### config.mk
export PLATFORM = sky130hd
export DESIGN_NAME = lcd_text_frame
export DESIGN_NICKNAME = d
export VERILOG_FILES = /design/src/rtl/lcd_text_frame.sv
export SDC_FILE = /design/constraint.sdc
export NUM_CORES = 1
export LEC_CHECK = 0
export ABC_CLOCK_PERIOD_IN_PS = 6200
export CAP_MARGIN = 30
export CORE_MARGIN = 2
export CORE_UTILIZATION = 40
export DETAILED_ROUTE_END_ITERATION = 6
export GPL_TIMING_DRIVEN = 0
export PLACE_DENSITY = 0.56
export SLEW_MARGIN = 20
export SYNTH_ARGS = -nofsm -noshare
export SYNTH_HDL_FRONTEND = slang
export SYNTH_SLANG_ARGS = --single-unit
export TNS_END_PERCENT = 1
### constraint.sdc
create_clock -name clk -period 6.2 [get_ports clk]
set_clock_uncertainty 0.15 [all_clocks]
set_input_delay 0.93 -clock clk [delete_from_list [all_inputs] [get_ports clk]]
set_output_delay 0.93 -clock clk [all_outputs]
set_load 0.03 [all_outputs]
### src/rtl/lcd_text_frame.sv
// Character frame buffer for the front-panel HD44780 LCD driver.
// Holds the current screen text and keypad digit entry, and rebuilds the frame one byte per clock after any change.
module lcd_text_frame #(
    parameter int LINES          = 2,
    parameter int CHARS_PER_LINE = 16,
    parameter int DIGITS         = 10,
    parameter int ADDR_W         = 5,
    parameter int CNT_W          = 4
) (
    input  logic                  clk,
    input  logic                  rst_n,
    input  logic [1:0]            mode,
    input  logic                  key_valid,
    input  logic [3:0]            key_code,
    input  logic [ADDR_W-1:0]     rd_addr,
    output logic [7:0]            rd_data,
    output logic                  busy,
    output logic                  frame_ready,
    output logic [4*DIGITS-1:0]   digits,
    output logic [CNT_W-1:0]      digit_count,
    output logic                  entry_full
);

    localparam int N     = LINES * CHARS_PER_LINE;
    localparam int DEPTH = 2 ** ADDR_W;
    localparam int COL_W = $clog2(CHARS_PER_LINE) + 1;
    localparam int LN_W  = $clog2(LINES);

    localparam logic [127:0] TXT_WELCOME0 = "    Welcome!    ";
    localparam logic [127:0] TXT_WELCOME1 = " Enter R. No. : ";
    localparam logic [127:0] TXT_ENTRY0   = "Registration No.";
    localparam logic [127:0] TXT_VALID0   = "  Valid Number  ";
    localparam logic [127:0] TXT_INVALID0 = " Invalid Number ";
    localparam logic [127:0] TXT_BLANK    = "                ";

    typedef enum logic [1:0] {WELCOME, ENTRY, VALID, INVALID} mode_t;
    typedef enum logic [1:0] {S_IDLE, S_FILL, S_DONE} state_t;

    state_t              state, state_nxt;
    mode_t               mode_q;
    logic                pending;
    logic                start_fill;
    logic [ADDR_W-1:0]   idx;
    logic [COL_W-1:0]    col;
    logic [LN_W-1:0]     line;
    logic [7:0]          frame [DEPTH];
    logic [7:0]          wr_char;
    logic [4*DIGITS-1:0] digits_nxt;
    logic [CNT_W-1:0]    count_nxt;
    logic                key_accept;
    logic                mode_change;
    logic                last;

    assign entry_full  = (digit_count == CNT_W'(DIGITS));
    assign mode_change = (mode != mode_q);
    assign last        = (idx == ADDR_W'(N - 1));

    // Digit-entry register update; keys only count on the ENTRY screen.
    // NOTE: every always_comb output gets a default first so no latch is inferred.
    always_comb begin
        digits_nxt = digits;
        count_nxt  = digit_count;
        key_accept = 1'b0;
        if (mode_change && mode == WELCOME) begin
            digits_nxt = '1;
            count_nxt  = '0;
        end
        if (key_valid && mode == ENTRY) begin
            if (key_code <= 4'd9) begin
                if (!entry_full) begin
                    for (int i = 0; i < DIGITS; i++)
                        if (digit_count == CNT_W'(i)) digits_nxt[4*i +: 4] = key_code;
                    count_nxt  = digit_count + CNT_W'(1);
                    key_accept = 1'b1;
                end
            end else if (key_code == 4'hA) begin
                if (digit_count != '0) begin
                    for (int i = 0; i < DIGITS; i++)
                        if (digit_count == CNT_W'(i + 1)) digits_nxt[4*i +: 4] = 4'hF;
                    count_nxt  = digit_count - CNT_W'(1);
                    key_accept = 1'b1;
                end
            end else if (key_code == 4'hB) begin
                digits_nxt = '1;
                count_nxt  = '0;
                key_accept = 1'b1;
            end
        end
    end

    // Character for the byte the sequencer is writing this cycle.
    always_comb begin
        logic [127:0] txt;
        logic [3:0]   nib;
        txt     = TXT_BLANK;
        nib     = 4'hF;
        wr_char = 8'h20;
        if (line == '0) begin
            case (mode_q)
                WELCOME: txt = TXT_WELCOME0;
                ENTRY:   txt = TXT_ENTRY0;
                VALID:   txt = TXT_VALID0;
                default: txt = TXT_INVALID0;
            endcase
        end else if (line == LN_W'(1) && mode_q == WELCOME) begin
            txt = TXT_WELCOME1;
        end
        if (col < COL_W'(16)) wr_char = txt[{~col[3:0], 3'b000} +: 8];
        if (line == LN_W'(1) && mode_q == ENTRY && col < COL_W'(DIGITS)) begin
            for (int i = 0; i < DIGITS; i++)
                if (col == COL_W'(i)) nib = digits[4*i +: 4];
            if (nib <= 4'd9)       wr_char = 8'h30 + {4'h0, nib};
            else if (nib == 4'hF)  wr_char = 8'h5F;
            else                   wr_char = 8'h3F;
        end
    end

    always_comb begin
        state_nxt   = state;
        start_fill  = 1'b0;
        busy        = 1'b0;
        frame_ready = 1'b0;
        case (state)
            S_IDLE: begin
                if (pending) begin
                    start_fill = 1'b1;
                    state_nxt  = S_FILL;
                end
            end
            S_FILL: begin
                busy = 1'b1;
                if (last) state_nxt = S_DONE;
            end
            S_DONE: begin
                // A trigger seen here means the frame just written is already stale.
                if (pending) begin
                    start_fill = 1'b1;
                    state_nxt  = S_FILL;
                end else begin
                    frame_ready = 1'b1;
                    state_nxt   = S_IDLE;
                end
            end
            default: state_nxt = S_IDLE;
        endcase
    end

    // NOTE: sequential state uses non-blocking assignments only.
    always_ff @(posedge clk or negedge rst_n) begin
        if (!rst_n) begin
            state       <= S_IDLE;
            mode_q      <= WELCOME;
            pending     <= 1'b1;
            digits      <= '1;
            digit_count <= '0;
            idx         <= '0;
            col         <= '0;
            line        <= '0;
        end else begin
            state       <= state_nxt;
            digits      <= digits_nxt;
            digit_count <= count_nxt;
            if (mode_change) mode_q <= mode_t'(mode);
            pending <= key_accept | mode_change | (pending & ~start_fill);
            if (start_fill) begin
                idx  <= '0;
                col  <= '0;
                line <= '0;
            end else if (state == S_FILL) begin
                idx <= idx + ADDR_W'(1);
                if (col == COL_W'(CHARS_PER_LINE - 1)) begin
                    col  <= '0;
                    line <= line + LN_W'(1);
                end else begin
                    col <= col + COL_W'(1);
                end
            end
        end
    end

    // NOTE: the frame store is reset because the panel must show blanks straight out of reset;
    // entries at or above N are never written and stay blank.
    always_ff @(posedge clk or negedge rst_n) begin
        if (!rst_n) begin
            for (int i = 0; i < DEPTH; i++) frame[i] <= 8'h20;
            rd_data <= 8'h20;
        end else begin
            rd_data <= frame[rd_addr];
            if (state == S_FILL) frame[idx] <= wr_char;
        end
    end

endmodule
# Word level (Yosys, flattened, before mapping)
# Cells that the tools add are included.
# word_totals
elab_cells,192
regBits,324
out_inout_bits,55
inputBits,14
# op_classes
n_reduce_logical,17
addsub,6
shift,1
n_bitwise,7
muxes,81
magnitude_cmp,7
eq_ne,32
# op_table
operator,n
$pmux W127 S3,1
$mux W40,7
$bwmux W256,1
$mux W4,38
$mux W128,1
$shiftx A128 B8 Y8,1
$mux W119,1
$bmux W8 S5,1
$demux W8 S5,1
$mux W8,5
$mux W5,5
$eq A4 B4 Y1 const B,6
$eq A5 B3 Y1 const B,4
$eq A4 B3 Y1 const B,4
$eq A5 B4 Y1 const B,3
$mux W1,15
$mux W7,2
$ge A6 B6 Y1 const B,2
$not A5 Y6,2
$add A5 B1 Y5 const B,2
$eq A5 B2 Y1 const B,2
$eq A4 B2 Y1 const B,2
$le A4 B4 Y1 const B,2
$add A6 B4 Y7 const A,1
other kinds (27),42

# Longest topological paths before layout
# depth
ltp_word,17
ltp_mapped,12
mapped_depth_nobuf,10

# Least setup slack after synthesis
# Ideal clock, no wire load.
# synth_path
path_type,input to register
start,input port rd_addr[0]
end,register rd_data[0]
arrival_ns,2.709
n_path_buf,2
slack_ns,3.216
required_time_ns,5.925
path_stages,5
setup_ns,0.125
cell_sequence,buf_2 buf_2 mux4_2 mux4_2 mux2_2
# synth_via
elab_chain_cells,4
# synth_lines
item,line_no,source
"start, declared",15,"input logic [ADDR_W-1:0] rd_addr,"
$not A5 Y6 (implied by the code),188,rd_data <= frame[rd_addr];
$bmux W8 S5,188,
$mux W8 (implied by the code) (2 in a row),188,
"end signal, assigned",188,
"end, declared",16,"output logic [7:0] rd_data,"
# Every way passes these cells. The select of a mux whose other input is x is not followed.
# A chain may end at the register's enable or synchronous reset.

# Worst setup path in the final report
# layout_path
start,register col[1]
end,register frame[187] (netlist name)
# layout_via
elab_chain_cells,16
elab_cells_between_ends,32
cone_classes,add/sub (1); order compare (3); eq/ne (9); shift (1); mux (15); bitwise (1); reduce/logical (2)
# layout_lines
item,line_no,source
"start, declared",44,logic [COL_W-1:0] col;
"start signal, assigned",175,col <= col + COL_W'(1);
$logic_not A5 Y1,111,if (col == COL_W'(i)) nib = digits[4*i +: 4];
$mux W4 (10 in a row),111,
$mux W4,109,if (line == LN_W'(1) && mode_q == ENTRY && col < COL_W'(DIGITS)) begin
$add A6 B4 Y7 or $le A4 B4 Y1 (tied branches),112,"if (nib <= 4'd9) wr_char = 8'h30 + {4'h0, nib};"
$mux W7,112,
$mux W8 (*),109,
$bwmux W256 (*),189,if (state == S_FILL) frame[idx] <= wr_char;
"end signal, assigned by index",189,
"end, declared",46,logic [7:0] frame [DEPTH];
# Mark *: on every way between the ends. The rest lies on a longest branch, timed or not. The select of a mux whose other input is x is not followed.

==> flow_summary.yaml <==
synthesis:
  yosysUniqueCellTypes: 88
  synth_most_common_cell: "nand2_1"
  synth.avg_cell_area_um2: 9.91
  synth_ff_type: "dfrtp_1"
  synth.area.top_cells: "dfrtp_1 33%, dfstp_2 12%, mux4_2 9.6%"
  synth.largest_area_cell: "dfrtp_1"
  synth-seq-cells: 291
  ys_warn_count: 0
  syn-cell-area_um2: 16400
  syn_nets: 1696
  synth.yosys.seq_area_share: 0.449
  synth_edf_count: 0
  netlist_instances: 1658
  synth_top_area_share: 0.331
  synth_commonest_cells: "272 x nand2_1, 217 x dfrtp_1, 159 x o21ai_0, 158 x nor2_1, 93 x a21oi_1"
  synthArstFlopShare: 1.00
place:
  dpl.hpwl_um: 38800
  place_congestion: 0.907
  port_buffers: 61
routing:
  avgViaCountPerCell: 5.97
  ant_nets: 0
  vias: 13900
  totalWireLength_um: 54800
  wl_per_cell_um: 23.6
  drtIter0Drc: 1494
  drc: 0
  drt_first_pass_iters: 5
finish:
  regArea_um2: 7370
  syn_to_final_growth_pct: 15.7
  fin_nets: 1800
  multi_input_area_um2: 8300
  drive_gt1_frac: 0.199
  final_util: 0.468
  diodes: 0
  fillers: 3805
worst_setup_path:
  crit_type: "reg -> reg"
  regToRegEndpoint: "frame[187]$_DFFE_PN0P_"
  start_kind: "flip-flop"
  crit_fanout: 10
  cp-end-kind: "flip-flop"
  cp.arrival_ns: 4.42
  cp.required_ns: 6.45
  r2r_slack_ns: 2.03
  reg2reg_depth: 10
  crit_start: "col[1]$_DFFE_PN0P_"
  regToRegStartpoint: "col[1]$_DFFE_PN0P_"
global_route:
  overflow: 0
  first_global_vias: 13300
  grt_max_degree: 97
  grt_pass1_wl_um: 83400
  antenna_found_initial: 2
  grt_usage: 0.260
hold_path:
  min_path_type: "in -> async"
cts:
  htreeDepth: 2
  cts_buffers: 35
  hold_buffers: 0
  clock_latency_ns: 0.55
  cts_tree: "built"
  cts_setup_buffers: 0
  clk_pin_slew_ns: 0.06
  root_buffer: "clkbuf_16"
  clk_path_buf_depth: 3
  cts_resized: 0
  clkSinkCount: 291
floorplan:
  initial_core_util: 0.404
  fp.coreArea_um2: 40600
  core.rowCount: 74
  die_x_um: 207
  die_y_um: 207
  io_pins: 69
  dieArea_um2: 42700
power_and_ir_drop:
  power.share.switching: 0.429
  p_leak_nw: 7.53
  pwr-share-comb: 0.468
  p_sw_mw: 4.20
  power.total_mw: 9.80
  cellPowerDensity_nw_per_um2: 516
  p_int_mw: 5.60
  clock_power_share: 0.215
  seqPwrFrac: 0.316
  vdd_drop_max_uv: 213
timing:
  fmax_ghz: 0.240
  period_share: 0.673
  layout_min_cycle_time_ns: 4.17
  rsz0062_at_grt: "false"
  worst_slew_pin_slew_ns: 1.01
  finalSetupViolCount: 0
  max_slew_margin: 0.327
  hold_viol: 0
  slew_viol_final: 0
  timing.hold.ws_ns: 0.0894
flow_run:
  cap_violations: 0
outcome:
  status: "completed"
worst max-delay path, stage by stage, from the launching register on:
cell	delay [ns]
dfrtp_1	0.57
buf_6	0.20
clkinv_1	0.32
ha_1	0.44
or2b_2	0.41
o32a_1	0.30
nand2_1	0.14
a221oi_4	0.14
a32oi_1	0.79
clkbuf_2	0.41
o21ai_0	0.14
through the flow:
| stage | worst slack (ns) | TNS, ns | std cells | cell area (um2) |
|---|---|---|---|---|
| finish | 2.03 | 0 | 2321 | 19000 |
| global route | 1.83 | 0 | 2321 | 19000 |
| CTS | 2.02 | 0 | 2321 | 19000 |
| detailed placement | 2.04 | 0 | 2257 | 17800 |
| global placement | -8.95 | -2304.86 | 2251 | 17700 |
| floorplan | 3.22 | 0 | 1658 | 16400 |
kinds of logic (layout without fill, tap and decap cells):
family	count (synthesis)	in the layout	share of synthesized area
AO/OA/AOI/OAI	513	513	0.219
XOR/XNOR	5	5	0.00267
adder cells (fa/ha/maj)	24	24	0.0183
buffers and inverters	152	283	0.0463
flip-flops	291	291	0.449
multiplexers	86	86	0.107
other	1	1	0.000228
AND/OR/NAND/NOR	586	586	0.158
how the worst max path moves through the flow:
stage                        endpoint  depth (start not counted)  slack (ns)
2_1_floorplan    rd_data[0]$_DFF_PN0_                          5        3.22
3_3_place_gp    frame[11]$_DFFE_PN0P_                          1       -8.95
3_5_place_dp     frame[3]$_DFFE_PN0P_                         10        2.04
4_1_cts        frame[187]$_DFFE_PN0P_                         10        2.02
5_1_grt        frame[121]$_DFFE_PN0P_                         10        1.83
6_report       frame[187]$_DFFE_PN0P_                         10        2.03
cell usage in the layout (no fill, tap or decap), types with 36 or more instances in the layout:
| master | instances |
|---|---|
| clkbuf_16 | 36 |
| clkbuf_1 | 75 |
| o21ai_0 | 159 |
| mux4_2 | 70 |
| o22ai_1 | 36 |
| clkdlybuf4s50_1 | 60 |
| nor2_1 | 158 |
| nand2_1 | 272 |
| nor3_1 | 47 |
| dfstp_2 | 74 |
| dfrtp_1 | 217 |
| a21oi_1 | 93 |
per-layer routing:
layer,up-vias,share of wire,global-route usage
li1,6272,-,-
met1,6947,0.44,0.376
met2,557,0.45,0.389
met3,86,0.082,0.0543
met4,2,0.027,0.0852
met5,-,0.00024,0
power groups by stage:
stage               clock (mW)  sequential [mW]  combinational, mW
finish                    2.11             3.10               4.59
detailed placement           0             3.12               4.54
global route              2.23             3.17               4.94
global placement             0             3.10               4.48
CTS                       2.14             3.09               4.56
floorplan                    0             3.04               3.11
area by class of cell:
cell class	instances	area share
Timing Repair Buffer	67	0.0387
Buffer	127	0.0351
Clock inverter	9	0.00718
Inverter	25	0.00494
Multi-Input combinational cell	1215	0.437
Sequential cell	291	0.388
Clock buffer	55	0.0543
Tap cell	532	0.0350
flip-flops by register name, indices dropped and copies added, names as in the netlist:
| register | cells |
|---|---|
| line | 1 |
| digit_count | 4 |
| idx | 5 |
| col | 5 |
| frame | 224 |
| state | 2 |
| rd_data | 7 |
| digits | 40 |
| pending | 1 |
| mode_q | 2 |
(Power assumes the default switching activity.)
==> edit 1 (config.mk and constraints unchanged) <==
Encoding of `state_t`: now one-hot (3 bits for 3 states).
--- a/src/rtl/lcd_text_frame.sv
+++ b/src/rtl/lcd_text_frame.sv
@@ -36,3 +36,3 @@
     typedef enum logic [1:0] {WELCOME, ENTRY, VALID, INVALID} mode_t;
-    typedef enum logic [1:0] {S_IDLE, S_FILL, S_DONE} state_t;
+    typedef enum logic [2:0] {S_IDLE = 3'b001, S_FILL = 3'b010, S_DONE = 3'b100} state_t;
 
Check against the original RTL: same outputs for any inputs over 4 cycles, from zero or initial values and one cycle with rst_n low; so few cycles prove little.
==> edit 1 against the original RTL <==
Design area decreased by 2.3%. Setup slack lost 0.41 ns. Final cell count is 0.95% lower. Via count rose by 1.1%. Routed wire length down 0.53%. Sequential cell count rose by 1. Synthesized area fell by 2.7%.
Power is not compared: it rests on default switching activity, and its combinational part moved more than twofold at a synthesized area within 25%.
==> edit 1: results (changes against the original RTL) <==
| Metric | Value |
|---|---|
| Post-DP Area | 17400 sq um (was 17800 sq um) |
| Final Wtd Congestion | 0.909 (was 0.907) |
| Fill cells | 3752 (was 3805) |
| Placed cells | 2233 (was 2257) |
| Compound-Gate Fraction of Synth Area | 0.186 (was 0.219) |
| Reg clk slew, reported paths | 0.06 ns (about the same) |
| Clk Tree Root Cell | clkbuf_16 (unchanged) |
| Mapped Nets | 1677 (was 1696) |
| Final wirelength | 54500 um (was 54800 um) |
| First-pass GRT wire length | 83800 um (was 83400 um) |
| Sequential area share after synthesis | 0.463 (was 0.449) |
| TritonCTS Buffers | 35 (unchanged) |
| Final setup margin | 1.61 ns (was 2.03 ns) |
| Relative slew slack | 0.308 (was 0.327) |
| Async SR Flop Fraction | 1.00 (unchanged) |
| Dpl ws | 1.70 ns (was 2.04 ns) |
| DR vias/cell | 6.10 (was 5.97) |
| Global Route Usage Sum | 0.266 (was 0.260) |
| Worst IR Drop VDD | 0.000144 V |
| Hold WS | 0.206 ns (was 0.0894 ns) |
| Worst Path Arrival | 4.87 ns (was 4.42 ns) |
| Post-Synth Adder-Cell Area | 0.0196 (was 0.0183) |
| Top post-synthesis cells by count | nor2_1, dfrtp_1, nand2_1 (was nand2_1, dfrtp_1, o21ai_0) |
| Run status | complete, no violations (unchanged) |
| Synth Instances | 1638 (was 1658) |
| Gates resized, CTS repair | 0 (unchanged) |
| Area contributors post-synth | dfrtp_1, dfstp_2, mux4_2 (unchanged) |
| Largest net degree at the start of global routing | 97 (unchanged) |
| Yosys cell types | 74 (was 88) |
| HPWL Detailed | 38700 um (was 38800 um) |
| Antenna Cells | 0 (unchanged) |
| Starting DRT DRC Count | 1569 (was 1494) |
| Buffers on Ports | 63 (was 61) |
| Antenna violations before repair | 2 (unchanged) |
| Share of cells above drive strength 1 | 0.158 (was 0.199) |
| Via count | 14000 (was 13900) |
| Nets | 1788 (was 1800) |
| Mux cell area share after synthesis | 0.133 (was 0.107) |
| XOR/XNOR share of the synthesized area | 0.00548 (was 0.00267) |
| Final core occ | 0.470 (was 0.468) |
## edit 1: cell type report
cell class,instances,area share
plain buffers,136,0.0300
inverters,30,0.00606
clock inverters,8,0.00566
well taps,525,0.0354
multi-input cells,1180,0.426
flip-flops and latches,292,0.398
clock buffers,54,0.0548
repair buffers,74,0.0432
## edit 1: critical path, cell delays in order (launching register included)
cell	delay, ns
dfrtp_1	0.48
buf_2	0.26
buf_2	0.26
inv_1	0.19
ha_1	0.25
clkbuf_1	0.21
or4_1	0.57
a32o_1	0.27
a41oi_1	0.62
o2111ai_1	0.59
clkbuf_1	0.40
a31oi_1	0.22
## edit 1: cell families (layout without fill, tap and decap cells)
logic type,after synthesis,after routing
compound gates,476,476
xor+xnor,10,10
fa+ha+maj,25,25
buf+inv,166,302
flops,292,292
mux,120,120
other cells,1,1
simple gates,548,548
## edit 1: worst paths after layout
kind,to,start,depth (start not counted)
setup / recovery,frame[126],col[0],11
hold / removal,rd_data[3],rst_n,1
setup reg to reg,frame[126],col[0],11
hold reg to reg,frame[85],frame[85],2
max in group asynchronous,frame[21],rst_n,3
min in group clk,frame[85],frame[85],2
## edit 1: power groups by stage
stage               sequential (mW)  combinational (mW)  clock (mW)
floorplan                      2.11               0.273           0
global placement               2.09               0.505           0
detailed placement             2.09               0.522           0
CTS                            2.06               0.524        2.10
global route                   2.07               0.571        2.16
finish                         2.06               0.528        2.06
## edit 1: per-layer routing
metal  part of all wire  track usage
met5            0.00020            0
met4              0.029       0.0897
met3              0.073       0.0451
met2               0.45        0.404
met1               0.45        0.385
==> edit 2 (config.mk and constraints unchanged) <==
Without the edit above. `LINES`: 2 -> 4.
--- a/src/rtl/lcd_text_frame.sv
+++ b/src/rtl/lcd_text_frame.sv
@@ -3,3 +3,3 @@
 module lcd_text_frame #(
-    parameter int LINES          = 2,
+    parameter int LINES          = 4,
     parameter int CHARS_PER_LINE = 16,
Formal check against the unedited RTL: no difference found for any inputs over 4 cycles, from zero or initial values and one cycle with rst_n low; that may be too few to reach the edited logic, so the function may still have changed.
==> edit 2 against the original RTL <==
Sequential cell count grew 1. Via count fell by 15%. Synthesized area is 5.9% lower. Total power decreased by 12%. Design area is 5.5% lower. Setup slack got worse by 0.38 ns. Non-clock buffer count is 4 lower. Routed wire length shrank 19%.
==> edit 2: results (changes against the original RTL) <==
| Metric | Value |
|---|---|
| Fin crit share | 0.734 (was 0.673) |
| Fin cells | 2095 (was 2321) |
| Yosys cell types | 82 (was 88) |
| Inverters | 27 (was 25) |
| Run status | complete, no violations (unchanged) |
| Mux cell area share after synthesis | 0.188 (was 0.107) |
| CP delay by family, top | buffers and inverters (was compound AO/OA/AOI/OAI gates) |
| Final Wtd Congestion | 0.889 (was 0.907) |
| CP max FO | 11 (was 10) |
| Non-clock buffer count | 190 (was 194) |
| Switch Pwr | 3.32 mW (was 4.20 mW) |
| Buffers on Ports | 60 (was 61) |
| Nets | 1589 (was 1800) |
| Antenna violations before repair | 3 (was 2) |
| Met3 usage | 0.0450 (was 0.0543) |
| ClkCell Share | 0.0597 (was 0.0615) |
| Post-DP Area | 16800 sq um (was 17800 sq um) |
| First-pass GRT wire length | 69800 um (was 83400 um) |
| Post-Synth Adder-Cell Area | 0.0178 (was 0.0183) |
| Actual slew at the worst max-slew pin | 0.916 ns (was 1.01 ns) |
| CP peak stage delay | 0.61 ns (was 0.79 ns) |
| Die width | 201 um (was 207 um) |
| Drt wl/cell | 21.2 um (was 23.6 um) |
| Worst IR Drop VDD | 0.000209 V (was 0.000213 V) |
| Slowest-stage cell, CP | o21ai_1 (was a32oi_1) |
| 1st-pass router iterations | 6 (was 5) |
| Via count | 11800 (was 13900) |
| Non-clock buffer share of cell area | 0.0725 (was 0.0738) |
| Sequential area share after synthesis | 0.479 (was 0.449) |
| Fill cells | 3620 (was 3805) |
| Fin area | 18000 sq um (was 19000 sq um) |
| Routing usage on met1 | 0.322 (was 0.376) |
| Setup slack, reg-to-reg | 1.65 ns (was 2.03 ns) |
| Largest net degree at the start of global routing | 101 (was 97) |
| Multi-input comb cells | 1007 (was 1215) |
| Area contributors post-synth | dfrtp_1, dfstp_2, mux4_2 (unchanged) |
==> edit 2: changes by cell type after synthesis, sizes merged, moves of 16 or more <==
cell	before	now
nand2	272	137
mux2	9	103
o21ai	172	131
nor3	50	11
o41ai	33	1
a31oi	35	5
a21oi	124	100
buf	59	43
==> edit 2: power by group through the flow <==
stage          Sequential, mW  Combinational (mW)  Clock [mW]
5_1_grt                  3.16                3.92        2.08
6_report                 3.07                3.60        1.95
4_1_cts                  3.07                3.58        2.00
3_3_place_gp             3.08                3.52           0
3_5_place_dp             3.09                3.57           0
2_1_floorplan            3.05                2.42           0
==> edit 2: path summary, 6_finish.rpt <==
path                            start    endpoint  depth (start not counted)
setup / recovery               col[0]   frame[78]                         14
hold / removal                  rst_n   mode_q[1]                          1
setup reg to reg               col[0]   frame[78]                         14
hold reg to reg            frame[218]  frame[218]                          2
max in group asynchronous       rst_n  frame[181]                          3
min in group clk           frame[218]  frame[218]                          2
